==> src/rtl/decode_pipe.sv <==
// Decode stage with register file, load-use hazard detection and the D->E pipeline register.
module decode_pipe #(
  parameter int WIDTH    = 32,
  parameter int REG_ADDR = 5
) (
  input  logic                clk,
  input  logic                rst,
  input  logic                valid_D,
  input  logic [31:0]         instr_D,
  input  logic [WIDTH-1:0]    pc_D,
  input  logic                flush_E,
  input  logic                regWrite_W,
  input  logic [REG_ADDR-1:0] Rd_W,
  input  logic [WIDTH-1:0]    result_W,
  output logic                stall_D,
  output logic                valid_E,
  output logic                regWrite_E,
  output logic                memWrite_E,
  output logic                jump_E,
  output logic                branch_E,
  output logic                ALUsrc_E,
  output logic                illegal_E,
  output logic [1:0]          resultSrc_E,
  output logic [2:0]          funct3_E,
  output logic [3:0]          ALUctrl_E,
  output logic [REG_ADDR-1:0] Rs1_E,
  output logic [REG_ADDR-1:0] Rs2_E,
  output logic [REG_ADDR-1:0] Rd_E,
  output logic [WIDTH-1:0]    RD1_E,
  output logic [WIDTH-1:0]    RD2_E,
  output logic [WIDTH-1:0]    ImmExt_E,
  output logic [WIDTH-1:0]    pc_E,
  output logic [WIDTH-1:0]    a0,
  output logic [15:0]         stall_cnt
);

  localparam int unsigned NumRegs = 2 ** REG_ADDR;

  localparam logic [6:0] OpR      = 7'b0110011;
  localparam logic [6:0] OpI      = 7'b0010011;
  localparam logic [6:0] OpLoad   = 7'b0000011;
  localparam logic [6:0] OpStore  = 7'b0100011;
  localparam logic [6:0] OpBranch = 7'b1100011;
  localparam logic [6:0] OpJal    = 7'b1101111;
  localparam logic [6:0] OpJalr   = 7'b1100111;
  localparam logic [6:0] OpLui    = 7'b0110111;

  localparam logic [3:0] AluAdd   = 4'b0000;
  localparam logic [3:0] AluSub   = 4'b0001;
  localparam logic [3:0] AluAnd   = 4'b0010;
  localparam logic [3:0] AluOr    = 4'b0011;
  localparam logic [3:0] AluXor   = 4'b0100;
  localparam logic [3:0] AluSll   = 4'b0101;
  localparam logic [3:0] AluSrl   = 4'b0110;
  localparam logic [3:0] AluSra   = 4'b0111;
  localparam logic [3:0] AluSlt   = 4'b1000;
  localparam logic [3:0] AluSltu  = 4'b1001;
  localparam logic [3:0] AluPassB = 4'b1010;

  // funct3 -> ALU op; instr[30] selects SUB only for R-type, SRA for both.
  function automatic logic [3:0] alu_op(input logic [2:0] f3, input logic b30,
                                        input logic is_r);
    logic [3:0] op;
    unique case (f3)
      3'b000:  op = (is_r && b30) ? AluSub : AluAdd;
      3'b001:  op = AluSll;
      3'b010:  op = AluSlt;
      3'b011:  op = AluSltu;
      3'b100:  op = AluXor;
      3'b101:  op = b30 ? AluSra : AluSrl;
      3'b110:  op = AluOr;
      default: op = AluAnd;
    endcase
    return op;
  endfunction

  logic [WIDTH-1:0] regs_q [NumRegs];
  logic [WIDTH-1:0] regs_d [NumRegs];

  logic [6:0]          opcode;
  logic [2:0]          funct3;
  logic [REG_ADDR-1:0] rs1, rs2, rd;
  logic [WIDTH-1:0]    rd1, rd2;
  logic [31:0]         imm32;
  logic                reg_write, mem_write, jump, branch, alu_src, illegal;
  logic [1:0]          result_src;
  logic [3:0]          alu_ctrl;
  logic                uses_rs1, uses_rs2, bubble;

  logic                valid_e_q, valid_e_d;
  logic                reg_write_e_q, reg_write_e_d;
  logic                mem_write_e_q, mem_write_e_d;
  logic                jump_e_q, jump_e_d;
  logic                branch_e_q, branch_e_d;
  logic                alu_src_e_q, alu_src_e_d;
  logic                illegal_e_q, illegal_e_d;
  logic [1:0]          result_src_e_q, result_src_e_d;
  logic [2:0]          funct3_e_q, funct3_e_d;
  logic [3:0]          alu_ctrl_e_q, alu_ctrl_e_d;
  logic [REG_ADDR-1:0] rs1_e_q, rs1_e_d, rs2_e_q, rs2_e_d, rd_e_q, rd_e_d;
  logic [WIDTH-1:0]    rd1_e_q, rd1_e_d, rd2_e_q, rd2_e_d;
  logic [WIDTH-1:0]    imm_e_q, imm_e_d, pc_e_q, pc_e_d;
  logic [15:0]         stall_cnt_q, stall_cnt_d;

  assign opcode = instr_D[6:0];
  assign funct3 = instr_D[14:12];
  assign rs1    = REG_ADDR'(instr_D[19:15]);
  assign rs2    = REG_ADDR'(instr_D[24:20]);
  assign rd     = REG_ADDR'(instr_D[11:7]);

  // Register file next state; x0 is never written.
  always_comb begin
    for (int i = 0; i < NumRegs; i++) regs_d[i] = regs_q[i];
    if (regWrite_W && (Rd_W != '0)) regs_d[Rd_W] = result_W;
  end

  // Register file storage, cleared by reset.
  always_ff @(posedge clk or posedge rst) begin
    if (rst) begin
      for (int i = 0; i < NumRegs; i++) regs_q[i] <= '0;
    end else begin
      for (int i = 0; i < NumRegs; i++) regs_q[i] <= regs_d[i];
    end
  end

  // Write-through reads so the W-stage value is seen in the same cycle.
  always_comb begin
    rd1 = regs_q[rs1];
    rd2 = regs_q[rs2];
    if (rs1 == '0) rd1 = '0;
    else if (regWrite_W && (Rd_W == rs1)) rd1 = result_W;
    if (rs2 == '0) rd2 = '0;
    else if (regWrite_W && (Rd_W == rs2)) rd2 = result_W;
  end

  // Instruction decode: controls, ALU op and immediate.
  always_comb begin
    reg_write  = 1'b0;
    mem_write  = 1'b0;
    jump       = 1'b0;
    branch     = 1'b0;
    alu_src    = 1'b0;
    illegal    = 1'b0;
    result_src = 2'b00;
    alu_ctrl   = AluAdd;
    imm32      = '0;
    case (opcode)
      OpR: begin
        reg_write = 1'b1;
        alu_ctrl  = alu_op(funct3, instr_D[30], 1'b1);
      end
      OpI: begin
        reg_write = 1'b1;
        alu_src   = 1'b1;
        alu_ctrl  = alu_op(funct3, instr_D[30], 1'b0);
        imm32     = {{20{instr_D[31]}}, instr_D[31:20]};
      end
      OpLoad: begin
        reg_write  = 1'b1;
        alu_src    = 1'b1;
        result_src = 2'b01;
        imm32      = {{20{instr_D[31]}}, instr_D[31:20]};
      end
      OpStore: begin
        mem_write = 1'b1;
        alu_src   = 1'b1;
        imm32     = {{20{instr_D[31]}}, instr_D[31:25], instr_D[11:7]};
      end
      OpBranch: begin
        branch   = 1'b1;
        alu_ctrl = AluSub;
        imm32    = {{19{instr_D[31]}}, instr_D[31], instr_D[7], instr_D[30:25],
                    instr_D[11:8], 1'b0};
      end
      OpJal: begin
        jump       = 1'b1;
        reg_write  = 1'b1;
        result_src = 2'b10;
        imm32      = {{11{instr_D[31]}}, instr_D[31], instr_D[19:12], instr_D[20],
                      instr_D[30:21], 1'b0};
      end
      OpJalr: begin
        jump       = 1'b1;
        reg_write  = 1'b1;
        alu_src    = 1'b1;
        result_src = 2'b10;
        imm32      = {{20{instr_D[31]}}, instr_D[31:20]};
      end
      OpLui: begin
        reg_write = 1'b1;
        alu_src   = 1'b1;
        alu_ctrl  = AluPassB;
        imm32     = {instr_D[31:12], 12'b0};
      end
      default: illegal = 1'b1;
    endcase
    if (!valid_D) begin
      reg_write  = 1'b0;
      mem_write  = 1'b0;
      jump       = 1'b0;
      branch     = 1'b0;
      alu_src    = 1'b0;
      illegal    = 1'b0;
      result_src = 2'b00;
      alu_ctrl   = AluAdd;
    end
  end

  // Load-use hazard against the load currently in E.
  always_comb begin
    uses_rs1 = (opcode != OpJal) && (opcode != OpLui);
    uses_rs2 = (opcode == OpR) || (opcode == OpStore) || (opcode == OpBranch);
    stall_D  = valid_D && valid_e_q && (result_src_e_q == 2'b01) && (rd_e_q != '0) &&
               ((uses_rs1 && (rd_e_q == rs1)) || (uses_rs2 && (rd_e_q == rs2)));
  end

  // Pipeline register next state; flush or stall (or both) inserts one bubble.
  always_comb begin
    bubble         = flush_E || stall_D;
    valid_e_d      = bubble ? 1'b0 : valid_D;
    reg_write_e_d  = bubble ? 1'b0 : reg_write;
    mem_write_e_d  = bubble ? 1'b0 : mem_write;
    jump_e_d       = bubble ? 1'b0 : jump;
    branch_e_d     = bubble ? 1'b0 : branch;
    alu_src_e_d    = bubble ? 1'b0 : alu_src;
    illegal_e_d    = bubble ? 1'b0 : illegal;
    result_src_e_d = bubble ? 2'b00 : result_src;
    alu_ctrl_e_d   = bubble ? AluAdd : alu_ctrl;
    funct3_e_d     = funct3;
    rs1_e_d        = rs1;
    rs2_e_d        = rs2;
    rd_e_d         = rd;
    rd1_e_d        = rd1;
    rd2_e_d        = rd2;
    imm_e_d        = WIDTH'($signed(imm32));
    pc_e_d         = pc_D;
    stall_cnt_d    = stall_cnt_q;
    if (stall_D && (stall_cnt_q != 16'hFFFF)) stall_cnt_d = stall_cnt_q + 16'd1;
  end

  // D->E pipeline register and stall counter.
  always_ff @(posedge clk or posedge rst) begin
    if (rst) begin
      valid_e_q      <= 1'b0;
      reg_write_e_q  <= 1'b0;
      mem_write_e_q  <= 1'b0;
      jump_e_q       <= 1'b0;
      branch_e_q     <= 1'b0;
      alu_src_e_q    <= 1'b0;
      illegal_e_q    <= 1'b0;
      result_src_e_q <= 2'b00;
      alu_ctrl_e_q   <= 4'b0000;
      funct3_e_q     <= 3'b000;
      rs1_e_q        <= '0;
      rs2_e_q        <= '0;
      rd_e_q         <= '0;
      rd1_e_q        <= '0;
      rd2_e_q        <= '0;
      imm_e_q        <= '0;
      pc_e_q         <= '0;
      stall_cnt_q    <= '0;
    end else begin
      valid_e_q      <= valid_e_d;
      reg_write_e_q  <= reg_write_e_d;
      mem_write_e_q  <= mem_write_e_d;
      jump_e_q       <= jump_e_d;
      branch_e_q     <= branch_e_d;
      alu_src_e_q    <= alu_src_e_d;
      illegal_e_q    <= illegal_e_d;
      result_src_e_q <= result_src_e_d;
      alu_ctrl_e_q   <= alu_ctrl_e_d;
      funct3_e_q     <= funct3_e_d;
      rs1_e_q        <= rs1_e_d;
      rs2_e_q        <= rs2_e_d;
      rd_e_q         <= rd_e_d;
      rd1_e_q        <= rd1_e_d;
      rd2_e_q        <= rd2_e_d;
      imm_e_q        <= imm_e_d;
      pc_e_q         <= pc_e_d;
      stall_cnt_q    <= stall_cnt_d;
    end
  end

  assign valid_E     = valid_e_q;
  assign regWrite_E  = reg_write_e_q;
  assign memWrite_E  = mem_write_e_q;
  assign jump_E      = jump_e_q;
  assign branch_E    = branch_e_q;
  assign ALUsrc_E    = alu_src_e_q;
  assign illegal_E   = illegal_e_q;
  assign resultSrc_E = result_src_e_q;
  assign funct3_E    = funct3_e_q;
  assign ALUctrl_E   = alu_ctrl_e_q;
  assign Rs1_E       = rs1_e_q;
  assign Rs2_E       = rs2_e_q;
  assign Rd_E        = rd_e_q;
  assign RD1_E       = rd1_e_q;
  assign RD2_E       = rd2_e_q;
  assign ImmExt_E    = imm_e_q;
  assign pc_E        = pc_e_q;
  assign a0          = regs_q[10];
  assign stall_cnt   = stall_cnt_q;

endmodule

==> config.mk <==
export PLATFORM = sky130hd
export DESIGN_NAME = decode_pipe
export DESIGN_NICKNAME = d
export VERILOG_FILES = /design/src/rtl/decode_pipe.sv
export SDC_FILE = /design/constraint.sdc
export NUM_CORES = 2
export LEC_CHECK = 0
export BUFFER_PORTS_ARGS = -buffer_cell sky130_fd_sc_hd__buf_2
export CORE_UTILIZATION = 55
export CTS_CLUSTER_DIAMETER = 30
export DETAILED_ROUTE_END_ITERATION = 6
export PLACE_DENSITY = 0.83
export SLEW_MARGIN = 40
export SYNTH_ARGS = -nofsm -noshare
export SYNTH_HDL_FRONTEND = slang
export SYNTH_SLANG_ARGS = --single-unit
==> constraint.sdc <==
create_clock -name clk -period 46.9 [get_ports clk]
set_input_delay 2.345 -clock clk [delete_from_list [all_inputs] [get_ports clk]]
set_output_delay 2.345 -clock clk [all_outputs]
set_load 0.01 [all_outputs]
---- Word level (Yosys, flattened, before mapping) ----
Cells that the tools add are included.
storage, ports and cells
  bits of input ports ..................... 106
  bits in registers ....................... 1,199
  word-level logic and storage cells ...... 149
  output and inout port bits .............. 208
cells by class
  eq/ne operators ......................... 22
  add/sub/neg operators ................... 1
  bitwise operators ....................... 3
  order comparisons ....................... 4
  mux-type cells .......................... 43
  reductions and logical operators ........ 26
operators with widths
  cell                                                                     count
  1024-bit bitwise mux                                                     1
  32-bit binary-select mux with 5-bit select                               2
  32-bit two-way mux                                                       9
  32-bit demux with 5-bit select                                           1
  32-bit one-hot mux with 5 select lines                                   1
  4-bit one-hot mux with 7 select lines                                    2
  7-bit by 6-bit == test with 1-bit output, second input constant          3
  7-bit == test, second input constant                                     3
  1-bit two-way mux                                                        21
  5-bit == test                                                            4
  6-bit >= comparator, second input constant                               3
  5-bit inverter with 6-bit output                                         3
  16-bit by 1-bit adder with 16-bit output, second input constant          1
  16-bit inequality test, second input constant                            1
  4-bit one-hot mux with 4 select lines                                    1
  1-bit logical AND                                                        12
  5-bit zero test                                                          2
  5-bit nonzero test                                                       2
  3-bit == test, second input constant                                     3
  4-bit two-way mux                                                        2
  8-bit OR reduction                                                       1
  7-bit by 2-bit == test with 1-bit output, second input constant          1
  7-bit by 5-bit == test with 1-bit output, second input constant          1
  7-bit by 6-bit inequality test with 1-bit output, second input constant  1
  other kinds (13)                                                         18

---- Longest topological paths before layout ----
  depth in word-level cells ............... 8
  depth in mapped cells ................... 11
  gate-level depth less buffers ........... 7

---- Least setup slack after synthesis ----
No wires, ideal clock.
  path type ............................... input port to output port
  start point ............................. in instr_D[6]
  end point ............................... out stall_D
  data required time ...................... 44.555 ns
  slack ................................... 40.965 ns
  path buffers ............................ 1
  arrival ................................. 3.590 ns
  stages .................................. 5
  path through ............................ buf_2 or3b_1 a211oi_4 nor3_1 o21a_1
on the way
  cells in the longest elaborated chain, start to end .. 6
  elaborated cells between the ends (all ways) .. 12
  classes of those cells .................. eq/ne: 5; reduce/logical: 7
ends and longest elaborated chain
  what                                      RTL line  text
  from (decl)                               9         input logic [31:0] instr_D,
  7-bit by 6-bit == test with 1-bit output  212       uses_rs2 = (opcode == OpR) || (opcode == OpStore) || (opcode == OpBranch);
  1-bit logical OR (2 in a row)             212
  1-bit logical AND                         214       ((uses_rs1 && (rd_e_q == rs1)) || (uses_rs2 && (rd_e_q == rs2)));
  1-bit logical OR (*)                      214
  1-bit logical AND (*)                     213       stall_D = valid_D && valid_e_q && (result_src_e_q == 2'b01) && (rd_e_q != '0) &&
  to (decl)                                 15        output logic stall_D,
Mark *: on every way between the ends. The rest lies on a longest branch, timed or not.

---- Worst setup path after layout ----
  start point ............................. in instr_D[20]
  end point ............................... out stall_D
on the way
  cells in the longest elaborated chain, start to end .. 4
ends and longest elaborated chain
  what               RTL line
  5-bit == test      214
  1-bit logical AND  214
  1-bit logical OR   214
  1-bit logical AND  213
No other way between the ends.

==> flow_summary.yaml <==
timing:
  grt_setup_unrepaired: "false"
  period_needed_ns: 7.10
  slew_headroom_pct: 35.7
  fmax_mhz: 141
  tns_ns: 0
  skew_ns: 0.0290
  tightest_slew_ns: 0.964
  setup_viol: 0
  drv_slew: 0
  timing.final.hold_violations: 0
  min_period_over_period_pct: 15.1
route:
  drt-initial-drc-count: 5970
  drc: 3
  via_count: 43100
  drt-pass1-iter-count: 7
  wire_per_inst_um: 34.0
  wirelength_um: 201000
  ant_nets: 0
  via_per_inst: 7.29
placement:
  placed_area_um2: 62900
  gp_congestion: 0.872
  dp_cells: 5467
  dp_hpwl_um: 107000
  io_buffers: 313
die:
  core_region_area_um2: 109000
  rows: 121
  fp.dieW_um: 334
  die-area_um2: 111000
  fp.dieH_um: 334
  start_util_pct: 55.5
  ios: 314
status:
  violations: "design-rule violations"
  status: "finished with violations"
setup_path:
  critPathMaxFanout: 34
  critPathLaunchType: "input port"
  worstReg2RegStart: "stall_cnt[0]"
  critPathKind: "input port to output port"
  endpoint: "stall_D"
  crit_path_end_kind: "output port"
  rrSetupSlack_ns: 44.59
  cp.arrival_ns: 4.75
  r2r-end: "stall_cnt[11]"
  required_ns: 44.56
  ff2ff_path_depth: 7
  crit_start: "instr_D[20]"
cells_and_area:
  final_cell_area_um2: 71700
  layout.cells.non_filler: 5917
  drive_gt1_share_pct: 52.5
  area_growth_syn_to_layout_pct: 18.7
  final.fill_count: 6849
  nets: 4393
synth:
  synth-xor-area-share_pct: 0.507
  synth-seq-area-share_pct: 49.6
  synth.distinct_cells: 64
  synth_top_family_by_area: "multiplexers"
  syn_nets: 4230
  syn_inst: 4123
  muxShareOfSynthArea_pct: 38.3
  ys_warn_count: 0
  synth_ff_type: "dfrtp_1"
  yosys.area_share.simple_pct: 2.86
  ys_ff_latch: 1199
  synthAdderAreaFrac_pct: 0.0207
  avgSynthCellArea_um2: 14.7
  synth-compound-area-share_pct: 5.06
  synth_edf_count: 0
  syn_area_um2: 60400
  synthArstFlopShare_pct: 100
global_route:
  grt_pass1_wl_um: 298000
  grt_max_degree: 129
  grt.overflow.total: 0
  grt_antenna_before_repair: 27
  grt_pass1_vias: 44900
  grt_use_total_pct: 36.3
pwr:
  clkPwrFrac_pct: 48.5
  seqPwrFrac_pct: 36.4
  p_int_w: 0.00275
  comb_power_share_pct: 15.1
  switchingPower_w: 0.00101
  p_per_area_nw_per_um2: 52.4
  ir_drop_mv: 0.0366
  p_sw_share_pct: 26.8
  p_leak_nw: 32.2
worst_hold_path:
  hold_path_class: "flop to flop"
clock_tree:
  cts.sink_count: 1199
  numCtsBuffers: 230
  cts_max_level: 4
  cts_tree: "built"
  clk_pin_slew_ns: 0.05
  cts_root_buf: "clkbuf_16"
  clock_latency_ns: 0.82
  cts_hold_buf: 0
  clock_path_buffers: 3
  postCtsResizedCells: 0
  cts_setup_buffers: 0
run:
  max_cap_violations: 0
[power groups by stage]
| stage | Combinational [W] | Sequential (W) | Clock (W) |
|---|---|---|---|
| 6_report | 0.000566 | 0.00137 | 0.00182 |
| 5_1_grt | 0.000594 | 0.00138 | 0.00188 |
| 4_1_cts | 0.000556 | 0.00136 | 0.00182 |
| 3_5_place_dp | 0.000541 | 0.00136 | 0 |
| 3_3_place_gp | 0.000521 | 0.00135 | 0 |
| 2_1_floorplan | 0.000421 | 0.00132 | 0 |
[worst min path at each step]
stage,startpoint,to,cells past startpoint
final,regs_q[1000],regs_q[1000],0
after global routing,regs_q[1014],regs_q[1014],0
after CTS,regs_q[1000],regs_q[1000],0
after detailed placement,regs_q[1015],regs_q[1015],0
after global placement,regs_q[1004],regs_q[1004],0
after floorplan,regs_q[1000],regs_q[1000],1
[kinds of logic (layout without fill, tap and decap cells)]
group,after synthesis,in the layout
muxes,1627,1627
adders and majority gates,1,1
and+or+nand+nor,367,367
buffers and inverters,485,853
xor gates and xnor gates,35,35
DFF,1199,1199
other,0,12
AOI/OAI and AO/OA,409,409
[through the flow]
stage / util [%] / hold WS, ns / setup WS, ns / power (W)
final: 65.9 / 0.393 / 39.80 / 0.00376
after global routing: 65.9 / 0.407 / 39.68 / 0.00386
after CTS: 65.7 / 0.396 / 39.82 / 0.00374
after detailed placement: 57.8 / 0.384 / 39.86 / 0.00191
after global placement: 57.6 / 0.377 / 39.55 / 0.00187
after floorplan: - / 0.441 / 10.78 / 0.00174
[state kept, by name, summed over array words and instances, names as in the netlist, 2 cells and up]
signal	count
funct3_E	3
RD1_E	32
pc_E	32
resultSrc_E	2
ImmExt_E	32
Rs2_E	5
a0	32
Rs1_E	5
regs_q	992
Rd_E	5
stall_cnt	16
RD2_E	32
ALUctrl_E	4
[cells in the mapped netlist, types with 32 or more instances]
library cell     n  area (µm²)
dfrtp_1       1199       30000
mux2_2        1007       11300
mux4_2         447       10100
clkbuf_1       259         972
mux2i_1        166        1660
nand2_1        129         484
nor2_1         120         450
buf_2           94         470
buf_1           61         229
o22ai_1         57         357
a21oi_1         56         280
a22oi_1         56         420
buf_4           56         420
a21o_1          43         323
a22o_1          39         342
a2111oi_0       35         307
o221ai_1        32         280
[routing by layer]
| layer | up-vias | track usage (%) | share of wire, % |
|---|---|---|---|
| met2 | 3726 | 52.2 | 44 |
| met1 | 22200 | 45.8 | 35 |
| met5 | - | 1.35 | 0.16 |
| met4 | 30 | 22.7 | 6.7 |
| li1 | 16200 | - | - |
| met3 | 993 | 14.3 | 14 |
[critical path, stage by stage]
cell     delay, ns
buf_8         0.24
buf_16        0.30
buf_4         0.60
xnor2_1       0.20
nand4_1       0.17
nor4_4        0.36
o21a_1        0.27
buf_2         0.16
[cell usage in the layout (no fill, tap or decap), types with 9 or more instances in the layout]
| master | count |
|---|---|
| dfrtp_1 | 1199 |
| mux2_2 | 1007 |
| mux4_2 | 447 |
| buf_2 | 307 |
| clkbuf_16 | 233 |
| mux2i_1 | 166 |
| nand2_1 | 113 |
| nor2_1 | 99 |
| buf_4 | 65 |
| o22ai_1 | 57 |
| a21oi_1 | 56 |
| a22oi_1 | 56 |
| bufinv_16 | 51 |
| clkinv_2 | 43 |
| a21o_1 | 43 |
| a22o_1 | 39 |
| a2111oi_0 | 35 |
| o221ai_1 | 32 |
| clkinvlp_4 | 31 |
| a221oi_1 | 28 |
| a211oi_1 | 25 |
| clkinv_4 | 23 |
| buf_6 | 22 |
| nand3_1 | 20 |
| nor2_4 | 19 |
| xor2_1 | 19 |
| inv_6 | 19 |
| nor3_1 | 17 |
| xnor2_1 | 16 |
| clkbuf_8 | 15 |
| o21ai_0 | 13 |
| diode_2 | 12 |
| nand2_8 | 11 |
| clkbuf_1 | 11 |
| nor2b_1 | 10 |
| a32o_1 | 9 |
[layout make-up]
class,instances,area (µm²),area share (%)
tap,1414,1770,2.47
inverter,10,51.3,0.0715
multi-input combinational,2439,28700,40.0
clock inverter,178,2570,3.59
clock buffer,259,6080,8.47
timing repair buffer,406,2510,3.50
antenna,12,30.0,0.0419
sequential,1199,30000,41.8
Power figures use the tool's default switching activity.
